File: src/rtl/seq_arith_unit_if.sv
// Request/response bundle between the control unit and the sequential arithmetic unit.
interface seq_arith_unit_if #(parameter int WIDTH = 8);
    logic             start;
    logic [1:0]       op;
    logic [WIDTH-1:0] a;
    logic [WIDTH-1:0] b;
    logic             ready;
    logic             done;
    logic [WIDTH-1:0] result;
    logic [WIDTH-1:0] remainder;
    logic             carry;
    logic             borrow;
    logic             overflow;
    logic             zero;
    logic             dbz;
    logic             err;

    modport master (
        output start, op, a, b,
        input  ready, done, result, remainder, carry, borrow, overflow, zero, dbz, err
    );
    modport slave (
        input  start, op, a, b,
        output ready, done, result, remainder, carry, borrow, overflow, zero, dbz, err
    );
endinterface

File: src/rtl/seq_arith_unit.sv
// Unsigned ADD/SUB (single cycle) and restoring DIV (one step per cycle) behind start/done.
module seq_arith_unit #(
    parameter int WIDTH = 8
) (
    input  logic           clk,
    input  logic           rst,
    seq_arith_unit_if.slave bus
);
    localparam int CW = $clog2(WIDTH + 1);
    localparam logic [1:0] OP_ADD = 2'b00, OP_SUB = 2'b01, OP_DIV = 2'b10;

    typedef enum logic {IDLE, DIV_RUN} state_t;

    state_t           state_q;
    logic [WIDTH:0]   p_q;
    logic [WIDTH-1:0] q_q, d_q;
    logic [CW-1:0]    cnt_q;
    logic             ready_q, done_q;
    logic [WIDTH-1:0] res_q, rem_q;
    logic             carry_q, borrow_q, ovf_q, zero_q, dbz_q, err_q;

    logic [WIDTH:0]   sum, diff, p_sh, t, p_d;
    logic [WIDTH-1:0] q_d;

    always_comb begin
        sum  = {1'b0, bus.a} + {1'b0, bus.b};
        diff = {1'b0, bus.a} - {1'b0, bus.b};
        // P < D always holds between steps, so the shifted value fits in WIDTH+1 bits
        p_sh = {p_q[WIDTH-1:0], q_q[WIDTH-1]};
        t    = p_sh - {1'b0, d_q};
        p_d  = p_sh;
        q_d  = {q_q[WIDTH-2:0], 1'b0};
        if (!t[WIDTH]) begin
            p_d    = t;
            q_d[0] = 1'b1;
        end
    end

    always_ff @(posedge clk) begin
        if (!rst) begin
            state_q  <= IDLE;
            p_q      <= '0;
            q_q      <= '0;
            d_q      <= '0;
            cnt_q    <= '0;
            ready_q  <= 1'b1;
            done_q   <= 1'b0;
            res_q    <= '0;
            rem_q    <= '0;
            carry_q  <= 1'b0;
            borrow_q <= 1'b0;
            ovf_q    <= 1'b0;
            zero_q   <= 1'b0;
            dbz_q    <= 1'b0;
            err_q    <= 1'b0;
        end else begin
            done_q <= 1'b0;
            case (state_q)
                IDLE: if (bus.start) begin
                    if (bus.op == OP_DIV && bus.b != '0) begin
                        q_q     <= bus.a;
                        p_q     <= '0;
                        d_q     <= bus.b;
                        cnt_q   <= CW'(WIDTH);
                        ready_q <= 1'b0;
                        state_q <= DIV_RUN;
                    end else begin
                        // every single-cycle completion rewrites all outputs
                        done_q   <= 1'b1;
                        res_q    <= '0;
                        rem_q    <= '0;
                        carry_q  <= 1'b0;
                        borrow_q <= 1'b0;
                        ovf_q    <= 1'b0;
                        zero_q   <= 1'b1;
                        dbz_q    <= 1'b0;
                        err_q    <= 1'b0;
                        case (bus.op)
                            OP_ADD: begin
                                res_q   <= sum[WIDTH-1:0];
                                carry_q <= sum[WIDTH];
                                ovf_q   <= (bus.a[WIDTH-1] == bus.b[WIDTH-1]) &&
                                           (sum[WIDTH-1] != bus.a[WIDTH-1]);
                                zero_q  <= (sum[WIDTH-1:0] == '0);
                            end
                            OP_SUB: begin
                                res_q    <= diff[WIDTH-1:0];
                                borrow_q <= diff[WIDTH];
                                ovf_q    <= (bus.a[WIDTH-1] != bus.b[WIDTH-1]) &&
                                            (diff[WIDTH-1] != bus.a[WIDTH-1]);
                                zero_q   <= (diff[WIDTH-1:0] == '0);
                            end
                            OP_DIV: begin
                                res_q  <= '1;
                                rem_q  <= bus.a;
                                dbz_q  <= 1'b1;
                                zero_q <= 1'b0;
                            end
                            default: err_q <= 1'b1;
                        endcase
                    end
                end
                DIV_RUN: begin
                    p_q   <= p_d;
                    q_q   <= q_d;
                    cnt_q <= cnt_q - CW'(1);
                    if (cnt_q == CW'(1)) begin
                        done_q   <= 1'b1;
                        res_q    <= q_d;
                        rem_q    <= p_d[WIDTH-1:0];
                        carry_q  <= 1'b0;
                        borrow_q <= 1'b0;
                        ovf_q    <= 1'b0;
                        zero_q   <= (q_d == '0);
                        dbz_q    <= 1'b0;
                        err_q    <= 1'b0;
                        ready_q  <= 1'b1;
                        state_q  <= IDLE;
                    end
                end
                default: state_q <= IDLE;
            endcase
        end
    end

    assign bus.ready     = ready_q;
    assign bus.done      = done_q;
    assign bus.result    = res_q;
    assign bus.remainder = rem_q;
    assign bus.carry     = carry_q;
    assign bus.borrow    = borrow_q;
    assign bus.overflow  = ovf_q;
    assign bus.zero      = zero_q;
    assign bus.dbz       = dbz_q;
    assign bus.err       = err_q;
endmodule

File: src/flat_wrapper.sv
// flat-port wrapper written by rule: the top's interface ports become plain ports
module seq_arith_unit_flat 
#(
    parameter int WIDTH = 8
)
  (clk, rst, bus_start, bus_op, bus_a, bus_b, bus_ready, bus_done, bus_result, bus_remainder, bus_carry, bus_borrow, bus_overflow, bus_zero, bus_dbz, bus_err);
  seq_arith_unit_if #(.WIDTH(WIDTH)) bus_i ();
  input  logic clk;
  input  logic rst;
  input wire logic [$bits(bus_i.start)-1:0] bus_start;
  input wire logic [$bits(bus_i.op)-1:0] bus_op;
  input wire logic [$bits(bus_i.a)-1:0] bus_a;
  input wire logic [$bits(bus_i.b)-1:0] bus_b;
  output wire logic [$bits(bus_i.ready)-1:0] bus_ready;
  output wire logic [$bits(bus_i.done)-1:0] bus_done;
  output wire logic [$bits(bus_i.result)-1:0] bus_result;
  output wire logic [$bits(bus_i.remainder)-1:0] bus_remainder;
  output wire logic [$bits(bus_i.carry)-1:0] bus_carry;
  output wire logic [$bits(bus_i.borrow)-1:0] bus_borrow;
  output wire logic [$bits(bus_i.overflow)-1:0] bus_overflow;
  output wire logic [$bits(bus_i.zero)-1:0] bus_zero;
  output wire logic [$bits(bus_i.dbz)-1:0] bus_dbz;
  output wire logic [$bits(bus_i.err)-1:0] bus_err;
  assign bus_i.start = bus_start;
  assign bus_i.op = bus_op;
  assign bus_i.a = bus_a;
  assign bus_i.b = bus_b;
  assign bus_ready = bus_i.ready;
  assign bus_done = bus_i.done;
  assign bus_result = bus_i.result;
  assign bus_remainder = bus_i.remainder;
  assign bus_carry = bus_i.carry;
  assign bus_borrow = bus_i.borrow;
  assign bus_overflow = bus_i.overflow;
  assign bus_zero = bus_i.zero;
  assign bus_dbz = bus_i.dbz;
  assign bus_err = bus_i.err;
  seq_arith_unit #(.WIDTH(WIDTH)) u_core (.clk(clk), .rst(rst), .bus(bus_i));
endmodule
File: config.mk
export PLATFORM = sky130hd
export DESIGN_NAME = seq_arith_unit_flat
export DESIGN_NICKNAME = d
export VERILOG_FILES = /design/src/rtl/seq_arith_unit_if.sv /design/src/rtl/seq_arith_unit.sv /design/src/flat_wrapper.sv
export SDC_FILE = /design/constraint.sdc
export NUM_CORES = 1
export LEC_CHECK = 0
export BUFFER_PORTS_ARGS = -buffer_cell sky130_fd_sc_hd__buf_2
export CAP_MARGIN = 15
export CORE_UTILIZATION = 35
export CTS_CLUSTER_SIZE = 28
export DETAILED_ROUTE_END_ITERATION = 8
export GPL_TIMING_DRIVEN = 0
export MAX_ROUTING_LAYER = met4
export PLACE_DENSITY = 0.6
export SETUP_SLACK_MARGIN = 0.02
export SLEW_MARGIN = 5
export SYNTH_ARGS = -nofsm -noshare
export SYNTH_HDL_FRONTEND = slang
export SYNTH_SLANG_ARGS = --single-unit
File: constraint.sdc
create_clock -name clk -period 3.6 [get_ports clk]
set_input_delay 0.36 -clock clk [delete_from_list [all_inputs] [get_ports clk]]
set_output_delay 0.36 -clock clk [all_outputs]
set_load 0.01 [all_outputs]
# [Yosys cells after proc, flatten, opt, wreduce, memory -nomap -nowiden]
# Cells that the tools add are included.
# Widths: inputs -> output; s select.
[classes] n_addsub=4 n_eq_ne=11 muxes=59 bitwise_logic=1 n_reduce_logical=13
[op_table] operator="$mux 8" n=12
[op_table] operator="$pmux 8 s2" n=4
[op_table] operator="$mux 1" n=28
[op_table] operator="$logic_not 8->1" n=3
[op_table] operator="$pmux 8 s3" n=1
[op_table] operator="$pmux 1 s2" n=10
[op_table] operator="$add 8x8->9" n=1
[op_table] operator="$reduce_and 3->1" n=3
[op_table] operator="$sub 8x8->9" n=1
[op_table] operator="$sub 9x8->9" n=1
[op_table] operator="$mux 4" n=2
[op_table] operator="$pmux 4 s2" n=1
[op_table] operator="$reduce_bool 8->1" n=1
[op_table] operator="$ne 2x2->1 const B" n=3
[op_table] operator="$eq 4x1->1 const B" n=1
[op_table] operator="$sub 4x1->4 const B" n=1
[op_table] operator="$logic_and 1x1->1" n=3
[op_table] operator="$ne 1x1->1" n=3
[op_table] operator="$pmux 1 s3" n=1
[op_table] operator="$reduce_or 3->1" n=1
[op_table] operator="$eq 2x1->1 const B" n=1
[op_table] operator="$eq 2x2->1 const B" n=1
[op_table] operator="$logic_not 2->1" n=1
[op_table] operator="$ne 2x1->1 const B" n=1
[op_table] operator="3 further kinds" n=3
[totals] reg_bits=53 inputBits=21 output_inout_bits=24 elab_cells=103

# [Depth between registers and ports, before layout]
[logic_depth] ltp_word=7 depth_mapped=10 mapped_depth_nobuf=10

# [Worst setup path before layout]
# OpenSTA, ideal clock, no wires.
[synth_timing] path_type="register -> register" start="register u_core.q_q[7]" end="register u_core.rem_q[0] (netlist: u_core.bus.remainder[0])" setup_time_ns=0.095 arrival_ns=2.474 required_ns=3.505 slack_ns=1.030 stages_incl_launch_ff=11 path_buffers=0 synth_period_minus_slack_ns=2.570 path_cell_list="dfxtp_1 -> inv_1 -> ha_1 -> inv_1 -> fa_1 -> a211oi_2 -> o21ai_2 -> o22ai_4 -> xor2_4 -> mux2_2 -> a221oi_1"
[synth_via] elab_chain_cells=4
[synth_rtl] item="from (decl)" line_no="seq_arith_unit.sv:16" source="logic [WIDTH-1:0] q_q, d_q;"
[synth_rtl] item="from (signal assigned)" line_no="seq_arith_unit.sv:61" source="q_q <= bus.a;"
[synth_rtl] item="from (signal assigned)" line_no="seq_arith_unit.sv:105" source="q_q <= q_d;"
[synth_rtl] item="$sub 9x8->9" line_no="seq_arith_unit.sv:30" source="t = p_sh - {1'b0, d_q};"
[synth_rtl] item="$mux 8 *" line_no="seq_arith_unit.sv:33" source="if (!t[WIDTH]) begin"
[synth_rtl] item="$mux 8 *" line_no="seq_arith_unit.sv:107" source="if (cnt_q == CW'(1)) begin"
[synth_rtl] item="$pmux 8 s2 *" line_no="seq_arith_unit.sv:58" source="case (state_q)"
[synth_rtl] item="to (signal assigned)" line_no="seq_arith_unit.sv:95" source="rem_q <= bus.a;"
[synth_rtl] item="to (signal assigned)" line_no="seq_arith_unit.sv:110" source="rem_q <= p_d[WIDTH-1:0];"
[synth_rtl] item="to (decl)" line_no="seq_arith_unit.sv:19" source="logic [WIDTH-1:0] res_q, rem_q;"
# Every way passes the cells marked *; elsewhere a longest branch is shown, timed or not. The select of a mux whose other input is x is not followed.
# A chain may end at the register's enable or synchronous reset.

# [Worst setup path in the final report]
# Same ends and word-level chain as after synthesis.

==> parameters.txt <==
Parameter                              Value

Hold path
  Hold/Removal Path Class    in2reg

Yosys
  Netlist Area Pre-Place    between 3000 and 4000 um2
  Async set-reset flop share out of synthesis    0
  Mean Syn Cell Area    ~8.2 um2
  Most used flip-flop cell after synthesis    sky130_fd_sc_hd__dfxtp_1
  Top cells by area, synth    sky130_fd_sc_hd__dfxtp_1, sky130_fd_sc_hd__ha_1, sky130_fd_sc_hd__a21oi_1
  Gate Count Post-Synth    between 400 and 500
  Sequential area share after synthesis    0.286
  Cell type with the highest aggregate area in the netlist    sky130_fd_sc_hd__dfxtp_1
  Warning count from the yosys run    0
  Number of synthesized flops with an enable pin    0
  Flops & latches, synth    between 50 and 60
  Synth cell types    70
  Synthesized netlist net count    between 500 and 600
  Proportion of netlist area held by the largest area contributor    0.286

Timing
  Maximum clock rate    roughly 0.34 GHz
  Slew at the pin with the worst max-slew slack    a little over 1 ns
  RSZ-0062 raised after global routing    false
  Tcrit/Tclk final    0.819
  Slew Limit Fails    0
  Headroom to the max-slew limit    0.305
  Number of hold-slack violations in the final timing report    0
  Number of setup violations in the final report    0
  Clock skew    0.0205 ns
  Final min period    between 2 and 3 ns
  Setup_tns    0 ns

Drt
  DR WL/cell    approximately 18 um
  Vias    between 3000 and 4000
  DRC violation total after the first TritonRoute iteration    between 300 and 400
  Total detailed-routing wirelength    between 10 and 15 mm
  Routed Antenna Nets    0
  DR vias/cell    ~5.7
  Post-route DRC    0
  Total iterations of the first detailed-routing run    5

Clocking
  CTS Buf Count    5
  TritonCTS Sinks    53
  CTS tree    built
  Buffers inserted by post-CTS timing repair    0
  Maximum level of the CTS H-tree    2
  Clock-pin slew of the registers on the worst-case setup and hold paths    about 0.11 ns
  Clock tree root buffer cell    sky130_fd_sc_hd__clkbuf_8
  Number of instances resized during post-cts repair    0
  CTS hold repair buffers    0
  CTS Buffer Depth    2
  Later-pin clock latency in the skew report    0.31 ns

Placement
  Routability congestion estimate    between 0.9 and 1
  HPWL Detailed    about 9 mm
  Number of placed instances, taps included    between 600 and 700
  IO buf count    44

GRT
  Maximum number of pins on one net before global-route repair    16
  Congestion Overflow GR    0
  Number of global-route vias before repair    3529
  All-Layer GR Usage    0.221
  First-pass GRT wire length    between 15 and 20 mm
  Antenna violations before repair    0

Die
  # IOs    45
  Y dimension of the die    ~100 um
  Chip width    approximately 100 um
  Row cnt    37
  Initial standard-cell utilization of the core    0.361
  Die Footprint    11000 um2
  CORE AREA    a little over 10000 um2

Critical path
  Kind of critical path    reg2reg
  Largest fanout on the critical path    9
  Data arrival at the endpoint of the critical path    3.17 ns
  Req. time, crit path    about 3.8 ns
  CP Capture Type    register
  Sort of element at the start of the critical path    register

Run status
  Status    completed

Finish
  Fill count    between 1000 and 1500
  Fraction of final layout cells with drive strength greater than 1    0.165
  # diodes    0
  Area growth from synthesis to layout    12.8%
  Multi-input combinational cell area    2440 um2
  Footprint of the flip-flops and latches    between 1000 and 1500 um2
  Final nets    about 550
  Non-filler cells in the finished layout    640

Pwr
  Static Leakage    between 1.5 and 2 nW
  Power per cell area    about 350 nW/um2
  Worst IR drop on VDD    ~0.00021 V

Job
  Max-cap check violation count    0
[area by class of cell]
type,instances,area share
buffer,24,0.0254
timing repair buffer,44,0.0526
multi-input combinational,347,0.582
inverter,28,0.0251
sequential,53,0.254
clock buffer,7,0.0182
clock inverter,1,0.00179
tap,136,0.0407
[cell usage in the layout, fill, tap and decap left out, types with 5 or more instances in the layout]
cell,Yosys,layout
sky130_fd_sc_hd__nand2_1,41,41
sky130_fd_sc_hd__dfxtp_1,53,53
sky130_fd_sc_hd__buf_2,4,48
sky130_fd_sc_hd__clkbuf_8,0,5
sky130_fd_sc_hd__a211oi_1,5,5
sky130_fd_sc_hd__o21a_1,5,5
sky130_fd_sc_hd__mux2i_1,5,5
sky130_fd_sc_hd__xnor2_1,8,8
sky130_fd_sc_hd__a21oi_1,45,45
sky130_fd_sc_hd__nor2b_1,5,5
sky130_fd_sc_hd__xor2_1,5,5
sky130_fd_sc_hd__nand2b_1,11,11
sky130_fd_sc_hd__ha_1,27,27
sky130_fd_sc_hd__a221oi_1,5,5
sky130_fd_sc_hd__nor2_1,34,34
sky130_fd_sc_hd__nand3_1,11,11
sky130_fd_sc_hd__nor4_1,8,8
sky130_fd_sc_hd__nor3_1,8,8
sky130_fd_sc_hd__a222oi_1,8,8
sky130_fd_sc_hd__a21o_1,7,7
sky130_fd_sc_hd__o21ai_0,26,26
sky130_fd_sc_hd__inv_1,28,28
sky130_fd_sc_hd__clkbuf_1,18,20
[where the power goes]
part / total (mW) / internal [mW] / switching (mW) / leakage, nW
Sequential: 0.640 / 0.618 / 0.0226 / 0.432
Combinational: 0.499 / 0.196 / 0.303 / 1.18
Clock: 0.345 / 0.139 / 0.207 / 0.0385
[logic make-up (layout without fill, tap and decap cells)]
family                   Yosys count  in the layout  share of synthesized area
flip-flops                        53             53                      0.286
adder cells (fa/ha/maj)           30             30                      0.107
XOR/XNOR                          15             15                     0.0455
AND/OR/NAND/NOR                  144            144                      0.200
AO/OA/AOI/OAI                    149            149                      0.278
multiplexers                       9              9                     0.0256
buffers and inverters             52            104                     0.0570
[through the flow]
step | power [mW] | cell area [um2] | worst slack (ns) | hold slack [ns] | util
floorplan | 0.997 | 3710 | 1.03 | 0.436 | -
global placement | 1.14 | 4100 | 0.661 | 0.447 | 0.399
detailed placement | 1.14 | 4100 | 0.610 | 0.447 | 0.399
CTS | 1.48 | 4180 | 0.646 | 0.351 | 0.407
global route | 1.56 | 4180 | 0.518 | 0.342 | 0.407
finish | 1.48 | 4180 | 0.650 | 0.351 | 0.407
[state kept, by name, summed over array words and instances (netlist names)]
name,cells
u_core.state_q,1
u_core.bus.dbz,1
u_core.bus.carry,1
u_core.cnt_q,4
u_core.bus.ready,1
u_core.bus.result,8
u_core.q_q,8
u_core.bus.err,1
u_core.bus.zero,1
u_core.bus.borrow,1
u_core.bus.remainder,8
u_core.p_q,8
u_core.bus.overflow,1
u_core.d_q,8
u_core.bus.done,1
[critical path, cell delays in order (launching register included)]
cell,delay [ns]
sky130_fd_sc_hd__dfxtp_1,0.33
sky130_fd_sc_hd__inv_1,0.05
sky130_fd_sc_hd__ha_1,0.16
sky130_fd_sc_hd__inv_1,0.06
sky130_fd_sc_hd__fa_1,0.49
sky130_fd_sc_hd__a211oi_2,0.28
sky130_fd_sc_hd__o21ai_2,0.13
sky130_fd_sc_hd__o22ai_4,0.27
sky130_fd_sc_hd__xor2_4,0.38
sky130_fd_sc_hd__mux2_2,0.42
sky130_fd_sc_hd__a221oi_1,0.28
[synth_stat cells, drive strengths merged, types with 5 or more instances]
master and count:
nand3 11, nand2b 11, o21ai 27, nor2b 8, nor2 35, clkbuf 18
a221oi 5, a21oi 48, o211ai 5, buf 6, inv 28, nor4 10
xor2 6, nand2 41, mux2i 5, or4 6, a222oi 8, nor3 8
a21o 7, a211oi 6, ha 27, dfxtp 53, o21a 5, xnor2 9
o31ai 5
[layer usage]
layer | track usage | vias up | part of all wire
met4 | 0.0523 | 0 | 0.022
met2 | 0.345 | 116 | 0.45
met1 | 0.299 | 1723 | 0.48
li1 | - | 1765 | -
met3 | 0.0337 | 13 | 0.054
met5 | - | - | 0
[worst paths after layout]
check	start	end	cells after the start	slack (ns)
worst max-delay path	u_core.q_q[7]	u_core.bus.remainder[0]	10	0.65
worst min-delay path	bus_b[7]	u_core.d_q[7]	3	0.35
worst max register to register	u_core.q_q[7]	u_core.bus.remainder[0]	10	0.65
worst min register to register	u_core.d_q[2]	u_core.d_q[2]	2	0.46
Note: power is estimated with default switching activity, not from simulation.
